## config.mk

```make
export PLATFORM = sky130hd
export DESIGN_NAME = bit_serial_alu_seq
export DESIGN_NICKNAME = d
export VERILOG_FILES = /design/src/rtl/bit_serial_alu_seq.sv
export SDC_FILE = /design/constraint.sdc
export NUM_CORES = 1
export LEC_CHECK = 0
export CAP_MARGIN = 20
export CORE_MARGIN = 3
export CORE_UTILIZATION = 51
export DETAILED_ROUTE_END_ITERATION = 7
export DONT_BUFFER_PORTS = 1
export PLACE_DENSITY = 0.78
export SLEW_MARGIN = 0
export SYNTH_ARGS = -nofsm -noshare
export SYNTH_HDL_FRONTEND = slang
export SYNTH_SLANG_ARGS = --single-unit
```

## constraint.sdc

```tcl
create_clock -name clk -period 4 [get_ports clk]
set_input_delay 0.8 -clock clk [delete_from_list [all_inputs] [get_ports clk]]
set_output_delay 0.8 -clock clk [all_outputs]
set_load 0.02 [all_outputs]
```

## src/rtl/bit_serial_alu_seq.sv

```systemverilog
// Sequencer that runs a WIDTH-bit operation through a 1-bit ALU slice, LSB first.
// Define BSALU_OVF_EN to add the signed-overflow output ovf.
module bit_serial_alu_seq #(
    parameter int unsigned WIDTH = 8,
    parameter int unsigned CNT_W = 5
) (
    input  logic             clk,
    input  logic             reset,
    input  logic             start,
    input  logic [WIDTH-1:0] op_a,
    input  logic [WIDTH-1:0] op_b,
    input  logic [3:0]       aluop,
    output logic             slice_a,
    output logic             slice_b,
    output logic             slice_carryin,
    output logic [3:0]       slice_aluop,
    input  logic             slice_result,
    input  logic             slice_carryout,
    output logic             busy,
    output logic             done,
    output logic [WIDTH-1:0] result,
    output logic             carry_out,
    output logic             zero,
    output logic             err
`ifdef BSALU_OVF_EN
    ,
    output logic             ovf
`endif
);

    typedef enum logic [1:0] {
        S_IDLE = 2'd0,
        S_RUN  = 2'd1,
        S_DONE = 2'd2
    } state_t;

    state_t           state_q, state_d;
    logic [WIDTH-1:0] a_sr_q, a_sr_d;
    logic [WIDTH-1:0] b_sr_q, b_sr_d;
    logic [WIDTH-2:0] res_sr_q, res_sr_d;
    logic [WIDTH-1:0] result_q, result_d;
    logic [3:0]       op_q, op_d;
    logic [CNT_W-1:0] cnt_q, cnt_d;
    logic             carry_q, carry_d;
    logic             busy_q, busy_d;
    logic             done_q, done_d;
    logic             cout_q, cout_d;
    logic             zero_q, zero_d;
    logic             err_q, err_d;
`ifdef BSALU_OVF_EN
    logic             ovf_q, ovf_d;
`endif

    logic             is_add;
    logic             last_bit;
    logic [WIDTH-1:0] res_final;
    logic             in_run;

    assign in_run    = (state_q == S_RUN);
    assign is_add    = (op_q[1:0] == 2'b10);
    assign last_bit  = (cnt_q == CNT_W'(WIDTH - 1));
    // Result bits collect in a WIDTH-1 shifter; the last bit joins only when the result is committed.
    assign res_final = {slice_result, res_sr_q};

    always_comb begin
        state_d  = state_q;
        a_sr_d   = a_sr_q;
        b_sr_d   = b_sr_q;
        res_sr_d = res_sr_q;
        result_d = result_q;
        op_d     = op_q;
        cnt_d    = cnt_q;
        carry_d  = carry_q;
        busy_d   = 1'b0;
        done_d   = 1'b0;
        cout_d   = cout_q;
        zero_d   = zero_q;
        err_d    = err_q;
`ifdef BSALU_OVF_EN
        ovf_d    = ovf_q;
`endif
        case (state_q)
            S_IDLE: begin
                if (start) begin
                    if (aluop[1:0] == 2'b11) begin
                        state_d  = S_DONE;
                        done_d   = 1'b1;
                        result_d = '0;
                        cout_d   = 1'b0;
                        zero_d   = 1'b1;
                        err_d    = 1'b1;
`ifdef BSALU_OVF_EN
                        ovf_d    = 1'b0;
`endif
                    end else begin
                        state_d  = S_RUN;
                        busy_d   = 1'b1;
                        a_sr_d   = op_a;
                        b_sr_d   = op_b;
                        op_d     = aluop;
                        carry_d  = aluop[2];
                        cnt_d    = '0;
                        res_sr_d = '0;
                    end
                end
            end
            S_RUN: begin
                res_sr_d = res_final[WIDTH-1:1];
                carry_d  = slice_carryout;
                a_sr_d   = a_sr_q >> 1;
                b_sr_d   = b_sr_q >> 1;
                cnt_d    = cnt_q + 1'b1;
                busy_d   = ~last_bit;
                if (last_bit) begin
                    state_d  = S_DONE;
                    done_d   = 1'b1;
                    result_d = res_final;
                    cout_d   = is_add & slice_carryout;
                    zero_d   = (res_final == '0);
                    err_d    = 1'b0;
`ifdef BSALU_OVF_EN
                    // carry_q is the carry into the MSB on the final slice cycle
                    ovf_d    = is_add & (carry_q ^ slice_carryout);
`endif
                end
            end
            S_DONE: begin
                state_d = S_IDLE;
            end
            default: begin
                state_d = S_IDLE;
            end
        endcase
    end

    always_ff @(posedge clk) begin
        if (reset) begin
            state_q  <= S_IDLE;
            a_sr_q   <= '0;
            b_sr_q   <= '0;
            res_sr_q <= '0;
            result_q <= '0;
            op_q     <= '0;
            cnt_q    <= '0;
            carry_q  <= 1'b0;
            busy_q   <= 1'b0;
            done_q   <= 1'b0;
            cout_q   <= 1'b0;
            zero_q   <= 1'b1;
            err_q    <= 1'b0;
`ifdef BSALU_OVF_EN
            ovf_q    <= 1'b0;
`endif
        end else begin
            state_q  <= state_d;
            a_sr_q   <= a_sr_d;
            b_sr_q   <= b_sr_d;
            res_sr_q <= res_sr_d;
            result_q <= result_d;
            op_q     <= op_d;
            cnt_q    <= cnt_d;
            carry_q  <= carry_d;
            busy_q   <= busy_d;
            done_q   <= done_d;
            cout_q   <= cout_d;
            zero_q   <= zero_d;
            err_q    <= err_d;
`ifdef BSALU_OVF_EN
            ovf_q    <= ovf_d;
`endif
        end
    end

    assign slice_a       = in_run & a_sr_q[0];
    assign slice_b       = in_run & b_sr_q[0];
    assign slice_carryin = in_run & carry_q;
    assign slice_aluop   = in_run ? op_q : 4'b0000;

    assign busy      = busy_q;
    assign done      = done_q;
    assign result    = result_q;
    assign carry_out = cout_q;
    assign zero      = zero_q;
    assign err       = err_q;
`ifdef BSALU_OVF_EN
    assign ovf       = ovf_q;
`endif

endmodule

```

# ---- Word-level counts from Yosys, hierarchy flattened
# Cells that the tools add are included.
dict set report totals {
  register_bits 48
  latchBits 0
  ram_bits 0
  rom_bits 0
  input_bits 25
  out_inout_bits 20
  n_memories 0
}
dict set report op_classes {
  add_sub_neg 1
  multipliers 0
  n_div 0
  order_cmp 0
  n_eq_ne 8
  n_shift 0
  muxes 41
  n_bitwise 6
  reduce_logical 7
}
# cell n
set ops {}
lappend ops {{$mux W8} 7}
lappend ops {{$pmux W8 S2} 3}
lappend ops {{$mux W1} 14}
lappend ops {{$mux W7} 2}
lappend ops {{$pmux W7 S2} 1}
lappend ops {{$pmux W1 S2} 6}
lappend ops {{$mux W5} 2}
lappend ops {{$pmux W5 S2} 1}
lappend ops {{$logic_not A8 Y1} 1}
lappend ops {{$ne A2 B2 Y1 const B} 4}
lappend ops {{$mux W2} 3}
lappend ops {{$reduce_and A3 Y1} 2}
lappend ops {{$add A5 B1 Y5 const B} 1}
lappend ops {{$eq A5 B3 Y1 const B} 1}
lappend ops {{$and A1 B1 Y1} 4}
lappend ops {{$eq A2 B2 Y1 const B} 2}
lappend ops {{$mux W4} 1}
lappend ops {{$pmux W2 S2} 1}
lappend ops {{$reduce_and A4 Y1} 1}
lappend ops {{$eq A2 B1 Y1 const B} 1}
lappend ops {{$logic_not A2 Y1} 1}
lappend ops {{$not A1 Y1} 2}
lappend ops {{$reduce_and A2 Y1} 1}
lappend ops {{$reduce_bool A2 Y1} 1}

# ---- Depth between registers and ports, before layout
# Gate-level depths: netlist of run 1.
dict set report depth {
  ltp_word 4
  mapped_depth 6
  depth_no_buf 4
}

# ---- Worst setup path after synthesis of run 1
# Ideal clock, no wire load.
dict set report synth_timing {
  path_type {flip-flop to output port}
  startpoint {register state_q[1]}
  endpoint {output slice_a}
  arrival_time_ps 1189
  setup_slack_ps 2011
  stages_incl_launch_ff 6
  path_buffers 3
  path_cell_list {dfxtp_1 > buf_4 > and2b_2 > buf_6 > buf_2 > and2_1}
}
dict set report synth_between {
  elab_chain_cells 2
}
# element line
set synth_rtl {}
lappend synth_rtl {{start: declaration} 37} ;# state_t state_q, state_d;
lappend synth_rtl {{start signal: assignment} 155} ;# state_q <= state_d;
lappend synth_rtl {{$eq A2 B1 Y1} 59} ;# assign in_run = (state_q == S_RUN);
lappend synth_rtl {{$and A1 B1 Y1} 174} ;# assign slice_a = in_run & a_sr_q[0];
lappend synth_rtl {{end: declaration} 13} ;# output logic slice_a,
# Every way passes these cells.

# ---- Final worst setup path of run 1
dict set report layout_timing {
  startpoint {register state_q[1]}
  endpoint {output slice_b}
}
dict set report layout_between {
  elab_chain_cells 2
}
# element line
set layout_rtl {}
lappend layout_rtl {{$eq A2 B1 Y1} 59}
lappend layout_rtl {{$and A1 B1 Y1} 175} ;# assign slice_b = in_run & b_sr_q[0];
lappend layout_rtl {{end: declaration} 14} ;# output logic slice_b,
# Every way passes these cells.

==> metrics.md, run 1 <==
| Metric | Value |
|---|---|
| Post-synth EDFFs | `0` |
| Final Hold Vio Count | `0` |
| Post-synthesis sequential area ratio | `0.4215` |
| Worst setup margin | `1496 ps` |
| Total power | `1.018 mW` |
| Area share of the leading cell type in the synthesized netlist | `0.4215` |
| Tightest Pin Transition | `779.8 ps` |
| Post-route clock skew | `6.623 ps` |
| Aggregate routed wire length | `4957 microns` |
| Logic pwr share | `0.112` |
| Final cycle utilization of the critical path | `0.6259` |
| Post-Syn Area | `2280 sq um` |
| Reg clk slew, reported paths | `90 ps` |
| Largest net degree at the start of global routing | `61` |
| Placed inst area | `2227 sq um` |
| Fmax achieved | `399.4 MHz` |
| CTS root buf | `clkbuf_8` |
| DIE HEIGHT | `72.86 microns` |
| Max IR drop VDD | `0.2352 mV` |
| Worst EP required | `3200 ps` |
| Reg-to-reg critical path endpoint | `result[7]$_SDFFE_PP0P_` |
| Crit path to | `slice_b` |
| RSZ-0062 raised after global routing | `no` |
| CP Capture Type | `output port` |
| Final min period | `2504 ps` |
| Core Box Area | `4144 sq um` |
| P&R area growth vs syn | `3.238%` |
| DP Wirelength | `3165 microns` |
| Placed insts | `288` |
| # rows | `23` |
| Hold buffer count at cts | `0` |
| Worst R2R Setup Slack | `1720 ps` |
| Max-cap violations | `0` |
| Hold Crit Class | `reg2reg` |
| Synth Instances | `261` |
| Synth warn | `0` |
| Clk network pwr share | `0.375` |
| CTS tree | `built` |
| GRT overflow | `0` |
| Vias per cell | `6.240` |
| Num CTS Buffers | `5` |
| Crit path launch type | `flip-flop` |
| Syn Area/Cell | `8.734 sq um` |
| Hold_ws | `477.2 ps` |
| Flops & latches, synth | `48` |
| Initial antenna violation count | `0` |
| Clock Latency Late Sink | `310 ps` |
| Leak Pwr | `0.8155 nW` |
| Post-CTS setup buffer count | `0` |
| Area contributors post-synth | `dfxtp_1 (42%), nand2_1 (6.6%), a211oi_1 (6.3%), a311oi_1 (5.8%), mux2i_1 (4.8%)` |
| Antenna fix cells | `0` |
| Power per Cell Area | `432.6 nW/um^2` |
| Fillers | `401` |
| Initial Util | `0.5501` |
| Layout net count | `271` |
| Ys flop type | `dfxtp_1` |
| PostCTS Resize Cnt | `0` |
| Drt wl/cell | `16.75 microns` |
| Pins Over Slew Limit | `0` |
| Min-delay src | `a_sr_q[2]$_SDFFE_PP0P_` |
| Drc violations | `0` |
| CP startpoint | `state_q[1]$_SDFFE_PP0P_` |
| Clk buf depth | `2` |
| Number of global-route vias before repair | `1692` |
| Vias | `1847` |
| Num ports | `45` |
| Initial DRC count | `176` |
| GRT Total Usage | `0.1994` |
| Final setup violation count | `0` |
| Crit-path max FO | `35` |
| Max-slew headroom | `0.4789` |
| Synth area leader | `dfxtp_1` |
| Final core utilization | `0.5679` |
| Port buffer count | `0` |
| Asr flop ratio synth | `0` |
| Num Clock Sinks | `48` |
| Status | `complete, no violations` |
| Die W | `72.86 microns` |
| Syn nets | `287` |
| First-pass GRT wire length | `8328 microns` |
| Cell Int Power | `0.7660 mW` |
| Final ANT Viol Nets | `0` |
| Sequential share of power | `0.513` |
| Htree depth | `2` |
| Design Area, Final | `2354 sq um` |
| P_sw | `0.2521 mW` |
| GPL Wtd Cong | `0.8276` |
| Critical Path AT | `1700 ps` |
| Dpl ws | `1723 ps` |
| Non-filler cells, final | `296` |
| Cell variety after synth | `36` |
| First-pass DRT Iterations | `4` |
| Worst R2R Start | `state_q[1]$_SDFFE_PP0P_` |
| Worst setup path category | `reg2out` |
| Switch share | `0.2476` |
| Share of layout cells above drive strength 1 | `0.06911` |
| Setup_tns | `0 ps` |
| Die area | `5308 sq um` |
| Worst reg2reg path depth | `4` |
[cells by family (layout without fill, tap and decap cells)]
kind of cell    count (synthesis)  after routing  synth area share
fa+ha+maj                       1              1          0.005488
compound gates                 75             75            0.2294
buf+inv                        27             12           0.06037
simple gates                   99             99            0.2349
flops                          48             48            0.4215
mux                            11             11           0.04830
[area by class of cell]
class                   instances  area (sq um)  share of cell area
clock buffers                   7         96.34             0.04094
flip-flops and latches         48         960.9              0.4083
well taps                      50         62.56             0.02658
repair buffers                  2         15.01            0.006380
multi-input cells             186          1181              0.5019
clock inverters                 1         30.03             0.01276
inverters                       2         7.507            0.003190
[cell usage after synthesis (all sizes together) (4+ instances only)]
| cell type | n |
|---|---|
| nor2b | 4 |
| nor2 | 8 |
| nand3b | 8 |
| buf | 14 |
| and2 | 8 |
| nand2 | 40 |
| o211ai | 10 |
| a21oi | 15 |
| mux2i | 11 |
| o21ai | 13 |
| nand3 | 9 |
| clkbuf | 11 |
| nand2b | 11 |
| a211oi | 19 |
| a311oi | 15 |
| dfxtp | 48 |
[how the worst min path moves through the flow]
| stage | depth (start not counted) | slack [ps] | end |
|---|---|---|---|
| after floorplan | 2 | 450 | carry_out$_SDFFE_PP0P_ |
| after CTS | 2 | 480 | a_sr_q[1]$_SDFFE_PP0P_ |
| after global placement | 2 | 460 | b_sr_q[3]$_SDFFE_PP0P_ |
| final | 2 | 480 | a_sr_q[1]$_SDFFE_PP0P_ |
| after detailed placement | 2 | 460 | op_q[2]$_SDFFE_PP0P_ |
| after global routing | 2 | 500 | a_sr_q[1]$_SDFFE_PP0P_ |
[cells in the final DEF, fill, tap and decap left out, types with 2 or more instances in the layout]
master / instances
nor2b_1: 3
a211oi_1: 19
nand2_1: 40
a311oi_1: 15
and2_1: 8
nand2b_1: 11
o21ai_0: 6
a21oi_1: 15
nand3b_1: 8
nor2_1: 8
mux2i_1: 11
nand3_1: 9
nor4_1: 2
buf_4: 2
clkbuf_8: 7
nand4b_1: 2
o211ai_1: 10
inv_1: 2
o21ai_1: 6
dfxtp_1: 48
[critical path, stage by stage (launching register included)]
cell	delay, ps
dfxtp_1	420
and2b_2	630
and2_1	340
[registers in the layout (all words and copies together), names as in the netlist]
name	cells
carry_q	1
a_sr_q	8
busy	1
op_q	4
result	8
carry_out	1
cnt_q	5
res_sr_q	7
state_q	2
err	1
b_sr_q	8
done	1
zero	1
[metal layers]
metal | part of all wire | wire (microns) | global-route usage
met4 | 0.014 | 71 | 0.09221
met3 | 0.055 | 275 | 0.05510
met5 | 0 | 0 | 0
met2 | 0.47 | 2334 | 0.2956
met1 | 0.46 | 2275 | 0.2689
[power groups by stage]
stage	clock network (mW)	logic (mW)	registers (mW)
final	0.382	0.114	0.522
after global routing	0.408	0.130	0.525
after CTS	0.390	0.115	0.522
after detailed placement	0	0.115	0.533
after global placement	0	0.112	0.532
after floorplan	0	0.110	0.528
(Power assumes the default switching activity.)
==> run 2, diff against run 1 <==
==> constraint.sdc (replaced) <==
create_clock -name clk -period 2.62 [get_ports clk]
set_input_delay 0.524 -clock clk [delete_from_list [all_inputs] [get_ports clk]]
set_output_delay 0.524 -clock clk [all_outputs]
set_load 0.02 [all_outputs]
==> run 2 against run 1 <==
Non-clock buffer count grew 3; cell count is 1.0% higher; via count is 0.65% higher; core utilization grew 0.091 points; critical path type unchanged; critical endpoint unchanged; largest cell class unchanged; largest power group unchanged; highest routed layer unchanged.
==> metrics.md, run 2 (synthesized netlist as in run 1, its figures left out) <==
| Metric | Value |
|---|---|
| Crit path launch type | `flip-flop` |
| Final setup violation count | `0 (unchanged)` |
| RSZ-0062 raised after global routing | `no` |
| CP startpoint | `state_q[1]$_SDFFE_PP0P_` |
| Htree depth | `2 (unchanged)` |
| Drt wl/cell | `16.70 microns (-0.28%)` |
| # rows | `23 (unchanged)` |
| Post-route clock skew | `10.62 ps (+3.996 ps)` |
| Num Clock Sinks | `48 (unchanged)` |
| Initial antenna violation count | `0 (unchanged)` |
| CTS tree | `built` |
| First-pass DRT Iterations | `4 (unchanged)` |
| Power per Cell Area | `638.5 nW/um^2 (+48%)` |
| CTS root buf | `clkbuf_8` |
| Layout net count | `274 (+1.1%)` |
| Final cycle utilization of the critical path | `0.7847` |
| Max-cap violations | `0 (unchanged)` |
| Port buffer count | `0 (unchanged)` |
| GRT Total Usage | `0.1988 (-0.0006327)` |
| Critical Path AT | `1530 ps (-170 ps)` |
| Max-slew headroom | `0.4826 (+0.003680)` |
| Status | `complete, no violations` |
| Tightest Pin Transition | `776.2 ps (-3.630 ps)` |
| Min-delay src | `reset` |
| Total power | `1.505 mW (+48%)` |
| Crit-path max FO | `22 (-37%)` |
| Hold buffer count at cts | `0 (unchanged)` |
| Setup_tns | `0 ps (unchanged)` |
| Fmax achieved | `486.4 MHz` |
| Pins Over Slew Limit | `0 (unchanged)` |
| Die W | `72.86 microns (unchanged)` |
| Clock Latency Late Sink | `300 ps (about the same)` |
| Worst R2R Start | `state_q[1]$_SDFFE_PP0P_` |
| Final min period | `2056 ps` |
| Vias | `1859 (+0.65%)` |
| Final core utilization | `0.5688 (+0.0009060)` |
| Final ANT Viol Nets | `0 (unchanged)` |
| Final Hold Vio Count | `0 (unchanged)` |
| Number of global-route vias before repair | `1769 (+4.6%)` |
| P&R area growth vs syn | `3.403%` |
| Num CTS Buffers | `5 (unchanged)` |
| Num ports | `45 (unchanged)` |
| DP Wirelength | `3247 microns (+2.6%)` |
| Met1 usage | `0.2687 (about the same)` |
| GR met3 Demand/Resource | `0.04545 (-0.009642)` |
| GPL Wtd Cong | `0.9116 (+10%)` |
| Initial Util | `0.5501 (unchanged)` |
| PostCTS Resize Cnt | `0 (unchanged)` |
| Top Usage Layer GRT | `met2` |
| Hold Crit Class | `in2reg` |
| Core Box Area | `4144 sq um (unchanged)` |
| Most frequent cells in the layout | `dfxtp_1 (48), nand2_1 (40), a211oi_1 (19)` |
| Aggregate routed wire length | `4993 microns (+0.73%)` |
| GRT overflow | `0 (unchanged)` |
| Post-CTS setup buffer count | `0 (unchanged)` |
| Leak Pwr | `0.8210 nW (+0.67%)` |
| CP Capture Type | `output port` |
| GR Layer Usage met2 | `0.3156 (+0.02004)` |
| Share of layout cells above drive strength 1 | `0.07631 (+0.007200)` |
| Vias per cell | `6.217 (-0.36%)` |
| Reg clk slew, reported paths | `90 ps (about the same)` |
| Die area | `5308 sq um (unchanged)` |
| Clk buf depth | `2 (unchanged)` |
| Max IR drop VDD | `0.4884 mV (+110%)` |
| Initial DRC count | `155 (-12%)` |
| First-pass GRT wire length | `8335 microns (about the same)` |
| Antenna fix cells | `0 (unchanged)` |
| Worst setup path category | `reg2out` |
| Most common cell after layout, fill and taps aside | `dfxtp_1` |
| Hold_ws | `287.3 ps (-189.9 ps)` |
| Worst EP required | `2100 ps (-1100 ps)` |
| DIE HEIGHT | `72.86 microns (unchanged)` |
| Largest net degree at the start of global routing | `61 (unchanged)` |
| Drc violations | `0 (unchanged)` |
[run 2: cell types whose count changed in the layout (fill, tap and decap cells not counted)]
cell      before  now
clkbuf_1       0    1
buf_4          2    5
clkbuf_8       7    5
clkinv_2       0    1
[run 2: final cells by class]
class                           instances  area, sq um
Fill cell                             393         1787
Multi-Input combinational cell        186         1181
Sequential cell                        48        960.9
Clock buffer                            6        72.57
Tap cell                               50        62.56
Timing Repair Buffer                    5        37.54
Clock inverter                          2        35.03
Inverter                                2        7.507
[run 2: per-layer routing]
metal,routed length [microns],part of all wire
met5,0,0
met4,72,0.014
met3,276,0.055
met2,2291,0.46
met1,2352,0.47
[run 2: path summary, 6_finish.rpt]
check                           endpoint  slack, ps  cells past startpoint
hold reg to reg     op_q[3]$_SDFFE_PP0P_        470                      2
setup reg to reg  result[5]$_SDFFE_PP0P_        680                      3
hold / removal    a_sr_q[7]$_SDFFE_PP0P_        290                      1
setup / recovery                 slice_b        560                      2
[run 2: through the flow]
step	area [sq um]	std cells	setup WS, ps
finish	2357	299	564.1
global route	2357	299	461.9
CTS	2357	299	543.6
detailed placement	2250	291	668.2
global placement	2250	291	738.8
floorplan	2280	261	906.5
[run 2: where the power goes]
part / internal (mW) / switching [mW] / leakage [nW]
clock: 0.283 / 0.244 / 0.0552
sequential: 0.769 / 0.0273 / 0.392
combinational: 0.0686 / 0.113 / 0.374
total: 1.12 / 0.385 / 0.821
[run 2: critical path: stages, from the launching register on]
cell and delay, ps:
dfxtp_1 410, and2b_2 480, and2_1 330
==> run 3, diff against run 2 <==
--- a/config.mk
+++ b/config.mk
@@ -10,7 +10,7 @@
 export CORE_UTILIZATION = 51
 export DETAILED_ROUTE_END_ITERATION = 7
 export DONT_BUFFER_PORTS = 1
-export PLACE_DENSITY = 0.78
+export PLACE_DENSITY = 0.81
 export SLEW_MARGIN = 0
 export SYNTH_ARGS = -nofsm -noshare
 export SYNTH_HDL_FRONTEND = slang
==> constraint.sdc (replaced) <==
create_clock -name clk -period 1.85 [get_ports clk]
set_input_delay 0.37 -clock clk [delete_from_list [all_inputs] [get_ports clk]]
set_output_delay 0.37 -clock clk [all_outputs]
set_load 0.02 [all_outputs]
==> run 3 against run 2 <==
Clock skew decreased by 5.0 ps; count of clock-buffer cells in the layout increased by 2; core utilization grew 1.1 points; cell count up 2.7%; via count grew 0.48%; critical path depth stayed put; final area is 1.9% higher; sequential cell count unchanged; register-to-register slack got worse by 490 ps; combinational power increased by 52%; power rose by 36%; die area unchanged; critical endpoint unchanged; largest power group unchanged.
==> metrics.md, run 3 (synthesized netlist as in run 1, its figures left out) <==
| Metric | Value |
|---|---|
| Leak Pwr | `0.8497 nW (+3.5%)` |
| Status | `complete, no violations` |
| Largest net degree at the start of global routing | `61 (unchanged)` |
| DIE HEIGHT | `72.86 microns (unchanged)` |
| # rows | `23 (unchanged)` |
| Sequential share of power | `0.552 (+0.023)` |
| Number of buffers and inverters on the critical path | `0 (unchanged)` |
| Fmax achieved | `558.1 MHz` |
| Final core utilization | `0.5794 (+0.01057)` |
| P_sw | `0.5381 mW (+40%)` |
| Clk network pwr share | `0.313 (-0.038)` |
| Num CTS Buffers | `5 (unchanged)` |
| DP Wirelength | `3345 microns (+3.0%)` |
| Setup_tns | `0 ps (unchanged)` |
| Number of global-route vias before repair | `1640 (-7.3%)` |
| Critical Path AT | `1420 ps (-110 ps)` |
| Most common cell after layout, fill and taps aside | `dfxtp_1` |
| Multi-input logic area | `1182 sq um (+0.11%)` |
| Antenna fix cells | `0 (unchanged)` |
| Num ports | `45 (unchanged)` |
| Most frequent cells in the layout | `dfxtp_1 (48), nand2_1 (40), a211oi_1 (19)` |
| Initial DRC count | `99 (-36%)` |
| Final cycle utilization of the critical path | `0.9685` |
| Initial Util | `0.5501 (unchanged)` |
| Core Box Area | `4144 sq um (unchanged)` |
| Crit path max-delay family | `simple AND/OR/NAND/NOR gates` |
| Tightest Pin Transition | `696.1 ps (-80.07 ps)` |
| First-pass DRT Iterations | `4 (unchanged)` |
| Total power | `2.044 mW (+36%)` |
| Clock Latency Late Sink | `300 ps (about the same)` |
| Aggregate routed wire length | `5087 microns (+1.9%)` |
| Logic pwr share | `0.136 (+0.015)` |
| P&R area growth vs syn | `5.324%` |
| Vias per cell | `6.085 (-2.1%)` |
| Clk buf depth | `2 (unchanged)` |
| Max-slew headroom | `0.5359 (+0.05331)` |
| GRT overflow | `0 (unchanged)` |
| Worst setup path category | `reg2out` |
| Post-CTS setup buffer count | `0 (unchanged)` |
| Switch share | `0.2633 (+0.007841)` |
| Final ANT Viol Nets | `0 (unchanged)` |
| Die W | `72.86 microns (unchanged)` |
| Pins Over Slew Limit | `0 (unchanged)` |
| CTS root buf | `clkbuf_8` |
| CTS tree | `built` |
| Die area | `5308 sq um (unchanged)` |
| Cell Int Power | `1.505 mW (+34%)` |
| Reg area | `960.9 sq um (unchanged)` |
| Drt wl/cell | `16.57 microns (-0.77%)` |
| GRT Total Usage | `0.1914 (-0.007425)` |
| Layout net count | `282 (+2.9%)` |
| GPL Wtd Cong | `0.8771 (-3.8%)` |
| Num Clock Sinks | `48 (unchanged)` |
| Reg clk slew, reported paths | `80 ps (about the same)` |
| Port buffer count | `0 (unchanged)` |
| Fillers | `375 (-4.6%)` |
| Largest stage delay, worst path | `490 ps (about the same)` |
| Share of layout cells above drive strength 1 | `0.1012 (+0.02486)` |
| Final min period | `1792 ps` |
| RSZ-0062 raised after global routing | `no` |
| Power per Cell Area | `851.1 nW/um^2 (+33%)` |
| CP Capture Type | `output port` |
| Worst-path cell chain | `and2b_4 -> and2_1` |
| Post-route clock skew | `5.582 ps (-5.037 ps)` |
| Final Hold Vio Count | `0 (unchanged)` |
| Crit-path max FO | `17 (-23%)` |
| Worst EP required | `1480 ps (-620 ps)` |
| Initial antenna violation count | `0 (unchanged)` |
| Hold Crit Class | `in2reg` |
| Max-cap violations | `0 (unchanged)` |
| Htree depth | `2 (unchanged)` |
| Slowest cell on crit path | `dfxtp_1` |
| Crit path launch type | `flip-flop` |
| Drc violations | `0 (unchanged)` |
| Vias | `1868 (+0.48%)` |
| First-pass GRT wire length | `7941 microns (-4.7%)` |
| Final setup violation count | `0 (unchanged)` |
| Max IR drop VDD | `0.4213 mV (-14%)` |
## run 3: power by group through the flow
| stage | Combinational (mW) | Clock, mW | Sequential (mW) |
|---|---|---|---|
| final | 0.277 | 0.639 | 1.13 |
| after global routing | 0.307 | 0.683 | 1.13 |
| after CTS | 0.274 | 0.647 | 1.13 |
| after detailed placement | 0.272 | 0 | 1.15 |
| after global placement | 0.268 | 0 | 1.15 |
| after floorplan | 0.238 | 0 | 1.14 |
## run 3: layer usage
layer	track usage	share of wire
met2	0.2936	0.47
met1	0.2569	0.43
met4	0.06762	0.012
met5	0	0
met3	0.05510	0.086
## run 3: worst register-to-register path, cell delays in order (launching register included)
cell and delay [ps]:
dfxtp_1 360, buf_4 180, nand2b_1 360, o21ai_2 310, a311oi_1 340
## run 3: worst paths after layout
| check | start | end | slack (ps) | cells past startpoint |
|---|---|---|---|---|
| worst min register to register | a_sr_q[4]$_SDFFE_PP0P_ | a_sr_q[3]$_SDFFE_PP0P_ | 480 | 2 |
| worst max register to register | state_q[1]$_SDFFE_PP0P_ | b_sr_q[5]$_SDFFE_PP0P_ | 190 | 4 |
| worst max-delay path | state_q[0]$_SDFFE_PP0P_ | slice_b | 60 | 2 |
| worst min-delay path | reset | op_q[1]$_SDFFE_PP0P_ | 130 | 1 |
## run 3: timing repair
| item | in CTS | in global routing |
|---|---|---|
| hold buffers | 0 | 0 |
| resized for setup | 0 | 1 |
| setup endpoints to repair | 0 | 7 |
## run 3: final cells by class
type,instances,share of cell area
repair buffers,13,0.04065
well taps,50,0.02606
inverters,2,0.003127
clock buffers,8,0.03752
multi-input cells,186,0.4924
flip-flops and latches,48,0.4002
## run 3: per-stage QoR
stage,std cells,hold WS (ps),setup WS (ps),area [sq um]
after floorplan,261,453.5,290.5,2280
after global placement,299,445.7,330.4,2310
after detailed placement,299,447.0,249.9,2310
after CTS,307,122.5,12.68,2400
after global routing,307,123.3,0.1636,2401
final,307,131.5,58.33,2401
